<file path="config.mk">
export PLATFORM = sky130hd
export DESIGN_NAME = serial_fa_seq
export DESIGN_NICKNAME = d
export VERILOG_FILES = /design/src/rtl/serial_fa_seq.sv
export SDC_FILE = /design/constraint.sdc
export NUM_CORES = 1
export LEC_CHECK = 0
export CAP_MARGIN = 20
export CORE_MARGIN = 3
export CORE_UTILIZATION = 52
export CTS_CLUSTER_DIAMETER = 150
export DETAILED_ROUTE_END_ITERATION = 8
export PLACE_DENSITY = 0.86
export SETUP_SLACK_MARGIN = 0.5
export SLEW_MARGIN = 25
export SYNTH_ARGS = -nofsm -noshare
export SYNTH_HDL_FRONTEND = slang
export SYNTH_SLANG_ARGS = --single-unit
</file>
<file path="constraint.sdc">
create_clock -name clk -period 2 [get_ports clk]
set_clock_uncertainty 0.15 [all_clocks]
set_input_delay 0.5 -clock clk [delete_from_list [all_inputs] [get_ports clk]]
set_output_delay 0.5 -clock clk [all_outputs]
set_load 0.05 [all_outputs]
</file>
<file path="src/rtl/serial_fa_seq.sv">
// ---------------------------------------------------------------------------
// serial_fa_seq
//
// Bit-serial addition sequencer. One external combinational full-adder cell
// is time-shared across a WIDTH-bit add: the operands are latched on a start
// request, then presented to the cell one bit pair per clock, LSB first. The
// carry recirculates through a local flop and the sum bits accumulate in a
// right-shifting register. The result is published with a one-cycle done
// pulse.
//
// Optional feature macro: SERIAL_FA_SUB_EN
//   When defined, a 'sub' input exists. With sub=1 at acceptance the B
//   operand is inverted and the carry-in is forced to 1, giving A - B, where
//   cout=1 means no borrow.
//
// Parameters
//   WIDTH    operand/result width in bits, legal range 1..64
//
// Ports
//   clk      rising-edge clock
//   rst_n    asynchronous active-low reset
//   start    operation request, accepted only when the sequencer is free
//   op_a     operand A, sampled with start
//   op_b     operand B, sampled with start
//   cin      carry-in, sampled with start
//   sub      subtract select, sampled with start (SERIAL_FA_SUB_EN only)
//   fa_out   sum output of the shared FA cell
//   fa_cout  carry output of the shared FA cell
//   busy     high while an operation is running or completing
//   done     one-cycle completion pulse
//   sum      result register, holds until the next completion
//   cout     final carry-out register, holds until the next completion
//   fa_a     FA cell input A (bit of operand A), 0 when not running
//   fa_b     FA cell input B (bit of operand B), 0 when not running
//   fa_c     FA cell carry input (recirculated carry), 0 when not running
// ---------------------------------------------------------------------------
module serial_fa_seq #(
    parameter int unsigned WIDTH = 8
) (
    input  logic             clk,
    input  logic             rst_n,
    input  logic             start,
    input  logic [WIDTH-1:0] op_a,
    input  logic [WIDTH-1:0] op_b,
    input  logic             cin,
`ifdef SERIAL_FA_SUB_EN
    input  logic             sub,
`endif
    input  logic             fa_out,
    input  logic             fa_cout,
    output logic             busy,
    output logic             done,
    output logic [WIDTH-1:0] sum,
    output logic             cout,
    output logic             fa_a,
    output logic             fa_b,
    output logic             fa_c
);

    // Bit counter spans 0..WIDTH-1; keep at least one bit for WIDTH=1.
    localparam int unsigned CntW = (WIDTH > 1) ? $clog2(WIDTH) : 1;

    typedef enum logic [1:0] {
        StIdle,
        StRun,
        StDone
    } state_e;

    state_e           state_q;
    logic [WIDTH-1:0] a_sh_q;
    logic [WIDTH-1:0] b_sh_q;
    logic [WIDTH-1:0] acc_q;
    logic             carry_q;
    logic [CntW-1:0]  cnt_q;
    logic [WIDTH-1:0] sum_q;
    logic             cout_q;
    logic             busy_q;
    logic             done_q;

    logic [WIDTH-1:0] b_load;
    logic             carry_load;
    logic [WIDTH-1:0] acc_next;
    logic             last_bit;
    logic             running;

    // Operand conditioning at acceptance time.
    always_comb begin
        b_load     = op_b;
        carry_load = cin;
`ifdef SERIAL_FA_SUB_EN
        // Two's-complement subtract: A + ~B + 1; cin is ignored.
        if (sub) begin
            b_load     = ~op_b;
            carry_load = 1'b1;
        end
`endif
    end

    // New sum bit enters at the MSB; after WIDTH shifts bit 0 sits at the LSB.
    // Concatenate-then-shift keeps the expression legal for WIDTH=1.
    assign acc_next = WIDTH'({fa_out, acc_q} >> 1);
    assign last_bit = (cnt_q == CntW'(WIDTH - 1));
    assign running  = (state_q == StRun);

    always_ff @(posedge clk or negedge rst_n) begin
        if (!rst_n) begin
            state_q <= StIdle;
            a_sh_q  <= '0;
            b_sh_q  <= '0;
            acc_q   <= '0;
            carry_q <= 1'b0;
            cnt_q   <= '0;
            sum_q   <= '0;
            cout_q  <= 1'b0;
            busy_q  <= 1'b0;
            done_q  <= 1'b0;
        end else begin
            case (state_q)
                // The edge that leaves the done state is also the first edge
                // at which a new request is sampled, so back-to-back requests
                // are accepted every WIDTH+1 cycles.
                StIdle, StDone: begin
                    done_q <= 1'b0;
                    if (start) begin
                        a_sh_q  <= op_a;
                        b_sh_q  <= b_load;
                        carry_q <= carry_load;
                        acc_q   <= '0;
                        cnt_q   <= '0;
                        busy_q  <= 1'b1;
                        state_q <= StRun;
                    end else begin
                        busy_q  <= 1'b0;
                        state_q <= StIdle;
                    end
                end

                StRun: begin
                    acc_q   <= acc_next;
                    carry_q <= fa_cout;
                    a_sh_q  <= a_sh_q >> 1;
                    b_sh_q  <= b_sh_q >> 1;
                    cnt_q   <= cnt_q + CntW'(1);
                    if (last_bit) begin
                        // Publish including the bit processed on this edge.
                        sum_q   <= acc_next;
                        cout_q  <= fa_cout;
                        done_q  <= 1'b1;
                        state_q <= StDone;
                    end
                end

                default: begin
                    busy_q  <= 1'b0;
                    done_q  <= 1'b0;
                    state_q <= StIdle;
                end
            endcase
        end
    end

    assign busy = busy_q;
    assign done = done_q;
    assign sum  = sum_q;
    assign cout = cout_q;

    // Decoded from registers only: no path from any input to these outputs.
    assign fa_a = running & a_sh_q[0];
    assign fa_b = running & b_sh_q[0];
    assign fa_c = running & carry_q;

endmodule

</file>
Yosys cells after proc, flatten, opt, wreduce, memory -nomap -nowiden
Cells that the tools add are included.

Flip-flop bits (word level): 41. Bits in latches: 0. Bits in writable memories: 0. Memory bits (read-only): 0. Input port bits: 22. Logic and storage cells: 41. Memories kept: 0.

$add $sub $neg: 1. $mul: 0. Div/mod/pow operators: 0. $lt $le $gt $ge: 0. Equal/unequal tests: 5. Shift operators: 0. Mux-type cells: 17. Bitwise operators: 3. Reduce and logical (&&, ||, !) cells: 5.

Operator list (count): one-hot mux 8 bit (2 select lines) (3); 2-to-1 mux 8 bit (3); one-hot mux 3 bit (2 select lines) (1); 2-to-1 mux 1 bit (5); inequality test 2 bit, second input constant (2); one-hot mux 1 bit (2 select lines) (2); one-hot mux 2 bit (2 select lines) (1); AND reduction 2 bit (2); adder 3 x 1 -> 3 bit, second input constant (1); AND 1 bit (3); equality test 3 bit, second input constant (1); 2-to-1 mux 3 bit (1); equality test 2 x 1 -> 1 bit, second input constant (1); equality test 2 bit, second input constant (1); logical NOT 2 bit (1); 2-to-1 mux 2 bit (1); nonzero test 2 bit (1); OR reduction 2 bit (1).

Longest topological paths before layout
Depth in word-level cells: 4. Depth in mapped cells: 5. Gate-level depth less buffers: 4.

Least setup slack after synthesis
OpenSTA, ideal clock, no wires.

Kind: flip-flop to output port. From: register, netlist name done. To: output fa_a. Arrival: 1.465 ns. Path slack: -0.115 ns. Cell stages (with the launch flop): 5. Path buffers: 2. Cells stage by stage: dfrtp_1 > buf_6 > nor2b_1 > buf_2 > and2_1.

RTL lines: end, declared (line 55) `output logic fa_a,`.

==> flow_metrics.py <==
metrics = {
    "floorplanning": {
        "die_x_um": 67.7,
        "die_h_um": 67.7,
        "rows": 21,
        "core_area_um2": 3490,
        "ios": 36,
        "start_util": 0.566,
        "dieArea_um2": 4580,
    },
    "worst_setup_path": {
        "crit_path_start_kind": "flip-flop",
        "cp.required_ns": 1.35,
        "ff2ff_setup_slack_ns": 0.28,
        "path_max_fanout": 4,
        "critPathArrivalTime_ns": 1.22,
        "crit_type": "flip-flop to output pin",
        "reg2reg_depth": 5,
        "endpoint_kind": "output pin",
    },
    "routing": {
        "routedWlPerCell_um": 19.9,
        "first_pass_iters": 4,
        "drtIter0Drc": 72,
        "drtAntennaViolNets": 0,
        "routed_via_density": 5.62,
        "num_vias": 1399,
        "drc": 0,
        "finalWirelength_mm": 4.96,
    },
    "global_route": {
        "grt_first_pass_wirelength_mm": 7.25,
        "gr-total-overflow": 0,
        "grt_start_max_net_pins": 33,
        "antenna_found_initial": 0,
        "grt_pass1_vias": 1467,
        "grt_use_total": 0.223,
    },
    "finish": {
        "final_common_cell": "mux2i_1",
        "nFillCells": 194,
        "fin_util": 0.794,
        "nNetsFinal": 226,
        "syn2layout_area_growth_pct": 40.2,
        "layout_common_cells": "mux2i_1 (47), dfrtp_1 (38), clkdlybuf4s50_1 (19)",
        "drive_above_1_share": 0.355,
        "antennaDiodeCount": 0,
    },
    "synth": {
        "yosysSeqAreaShare": 0.493,
        "yosysTopAreaCell": "dfrtp_1",
        "yosys_warnings": 0,
        "synthTopCellsByArea": "dfrtp_1 (49%), mux2i_1 (24%), mux2_4 (7.6%)",
        "synth_nets": 169,
        "synth_top_area_share": 0.493,
        "synth_area_um2": 1980,
        "synthCells": 145,
        "synth-seq-cells": 39,
        "avgSynthCellArea_um2": 13.6,
        "synth_cell_types": 19,
    },
    "pwr": {
        "p_seq_frac": 0.318,
        "p_total_mw": 4.36,
        "ir_drop_v": 0.00101,
        "combPwrFrac": 0.523,
        "clkPwrFrac": 0.159,
        "p_per_area_nw_per_um2": 1570,
        "p_sw_mw": 1.67,
        "cellLeakagePower_nw": 1.36,
        "internal-power_mw": 2.69,
        "p_sw_frac": 0.383,
    },
    "clock_network": {
        "htree_levels": 2,
        "cts_buffers": 5,
        "ctsLongestPathBuffers": 2,
        "cts_tree": "yes",
        "clock-sinks": 39,
        "clkTransAtPathRegs_ns": 0.07,
        "cts_root_buf": "clkbuf_8",
        "clkLatencyLatePin_ns": 0.29,
    },
    "sta": {
        "slew_headroom": 0.697,
        "setup_violations": 0,
        "hold_violations": 0,
        "period_needed_ns": 1.87,
        "setup_tns_ns": 0,
        "fmax_mhz": 536,
        "hold_ws_ns": 0.390,
        "period_share": 0.934,
        "finalMaxSlewViolations": 0,
        "worst_pin_slew_ns": 0.454,
        "rsz0062_at_grt": "true",
    },
    "placed_design": {
        "hpwl_mm": 2.68,
        "gp_congestion": 0.701,
        "portBuffers": 35,
    },
    "status": {
        "status": "complete, no violations",
    },
    "job": {
        "maxCapViolCount": 0,
    },
    "min_path": {
        "hold_path_depth": 1,
        "hp-class": "flip-flop to flip-flop",
    },
}
power by group through the flow:
stage	combinational (mW)	sequential, mW	clock [mW]
finish	2.28	1.39	0.693
global route	2.40	1.42	0.733
CTS	2.11	1.37	0.687
detailed placement	1.87	1.38	0
global placement	1.81	1.35	0
floorplan	1.05	1.64	0
kinds of logic (layout without fill, tap and decap cells):
family | count (synthesis) | in the layout | share of synthesized area
XOR/XNOR | 1 | 1 | 0.00443
buffers and inverters | 15 | 73 | 0.0544
AND/OR/NAND/NOR | 12 | 12 | 0.0379
AO/OA/AOI/OAI | 14 | 14 | 0.0550
multiplexers | 62 | 62 | 0.342
flip-flops | 39 | 39 | 0.493
adder cells (fa/ha/maj) | 2 | 2 | 0.0126
per-layer routing:
layer / GRT usage / part of all wire / up-vias
met5: 0 / 0 / -
met4: 0.122 / 0.038 / 0
met3: 0.0383 / 0.037 / 16
met2: 0.377 / 0.51 / 36
met1: 0.267 / 0.41 / 711
li1: - / - / 636
flip-flops by register name, indices dropped and copies added, names as in the netlist:
name     flops
busy         1
a_sh_q       8
state_q      1
acc_q        7
cnt_q        3
sum          8
b_sh_q       8
cout         1
done         1
carry_q      1
stage by stage:
step / cell area [um^2] / std cells / setup slack, ns
6_report: 2770 / 249 / 0.133
5_1_grt: 2770 / 249 / 0.112
4_1_cts: 2720 / 244 / 0.158
3_5_place_dp: 2420 / 224 / 0.110
3_3_place_gp: 2420 / 224 / 0.167
2_1_floorplan: 2000 / 145 / 0.174
cells in the mapped netlist:
cell	instances
nor2_1	1
xnor2_1	1
mux2_2	5
buf_4	3
nand3_1	2
inv_1	5
dfrtp_1	39
mux2_4	10
ha_1	2
nor2b_1	2
buf_6	5
a21o_1	2
and2_1	3
mux2i_1	47
o21ai_0	2
buf_2	2
nand3b_1	4
o31ai_1	3
a22o_1	7
final timing paths:
path                                    startpoint                     to
worst max-delay path              done$_DFFE_PN0P_                   fa_c
min in group asynchronous                    rst_n  a_sh_q[6]$_DFFE_PN0P_
worst min register to register  sum[7]$_DFFE_PN0P_     sum[7]$_DFFE_PN0P_
worst min-delay path            sum[7]$_DFFE_PN0P_     sum[7]$_DFFE_PN0P_
worst max register to register    done$_DFFE_PN0P_       cout$_DFFE_PN0P_
max in group asynchronous                    rst_n    carry_q$_DFFE_PN0P_
timing repair:
action	4_1_cts	5_1_grt
endpoints found under the setup margin	47	35
hold buffers	1	0
gates resized for setup	18	8
gates cloned	1	0
pin swaps	1	0
endpoints found under the hold margin	8	0
buffers inserted	10	5
worst max-delay path: stages, from the launching register on:
cell and delay [ns]:
dfrtp_2 0.43, nor2b_4 0.18, and2_4 0.18, buf_12 0.13
area by class of cell:
class                           instances  area [um^2]  area share
Timing Repair Buffer                   60          666       0.240
Tap cell                               46         57.6      0.0207
Clock buffer                            6         82.6      0.0298
Multi-Input combinational cell         91          937       0.338
Sequential cell                        39          977       0.352
Clock inverter                          2         35.0      0.0126
Inverter                                5         18.8     0.00677
(Power assumes the default switching activity.)
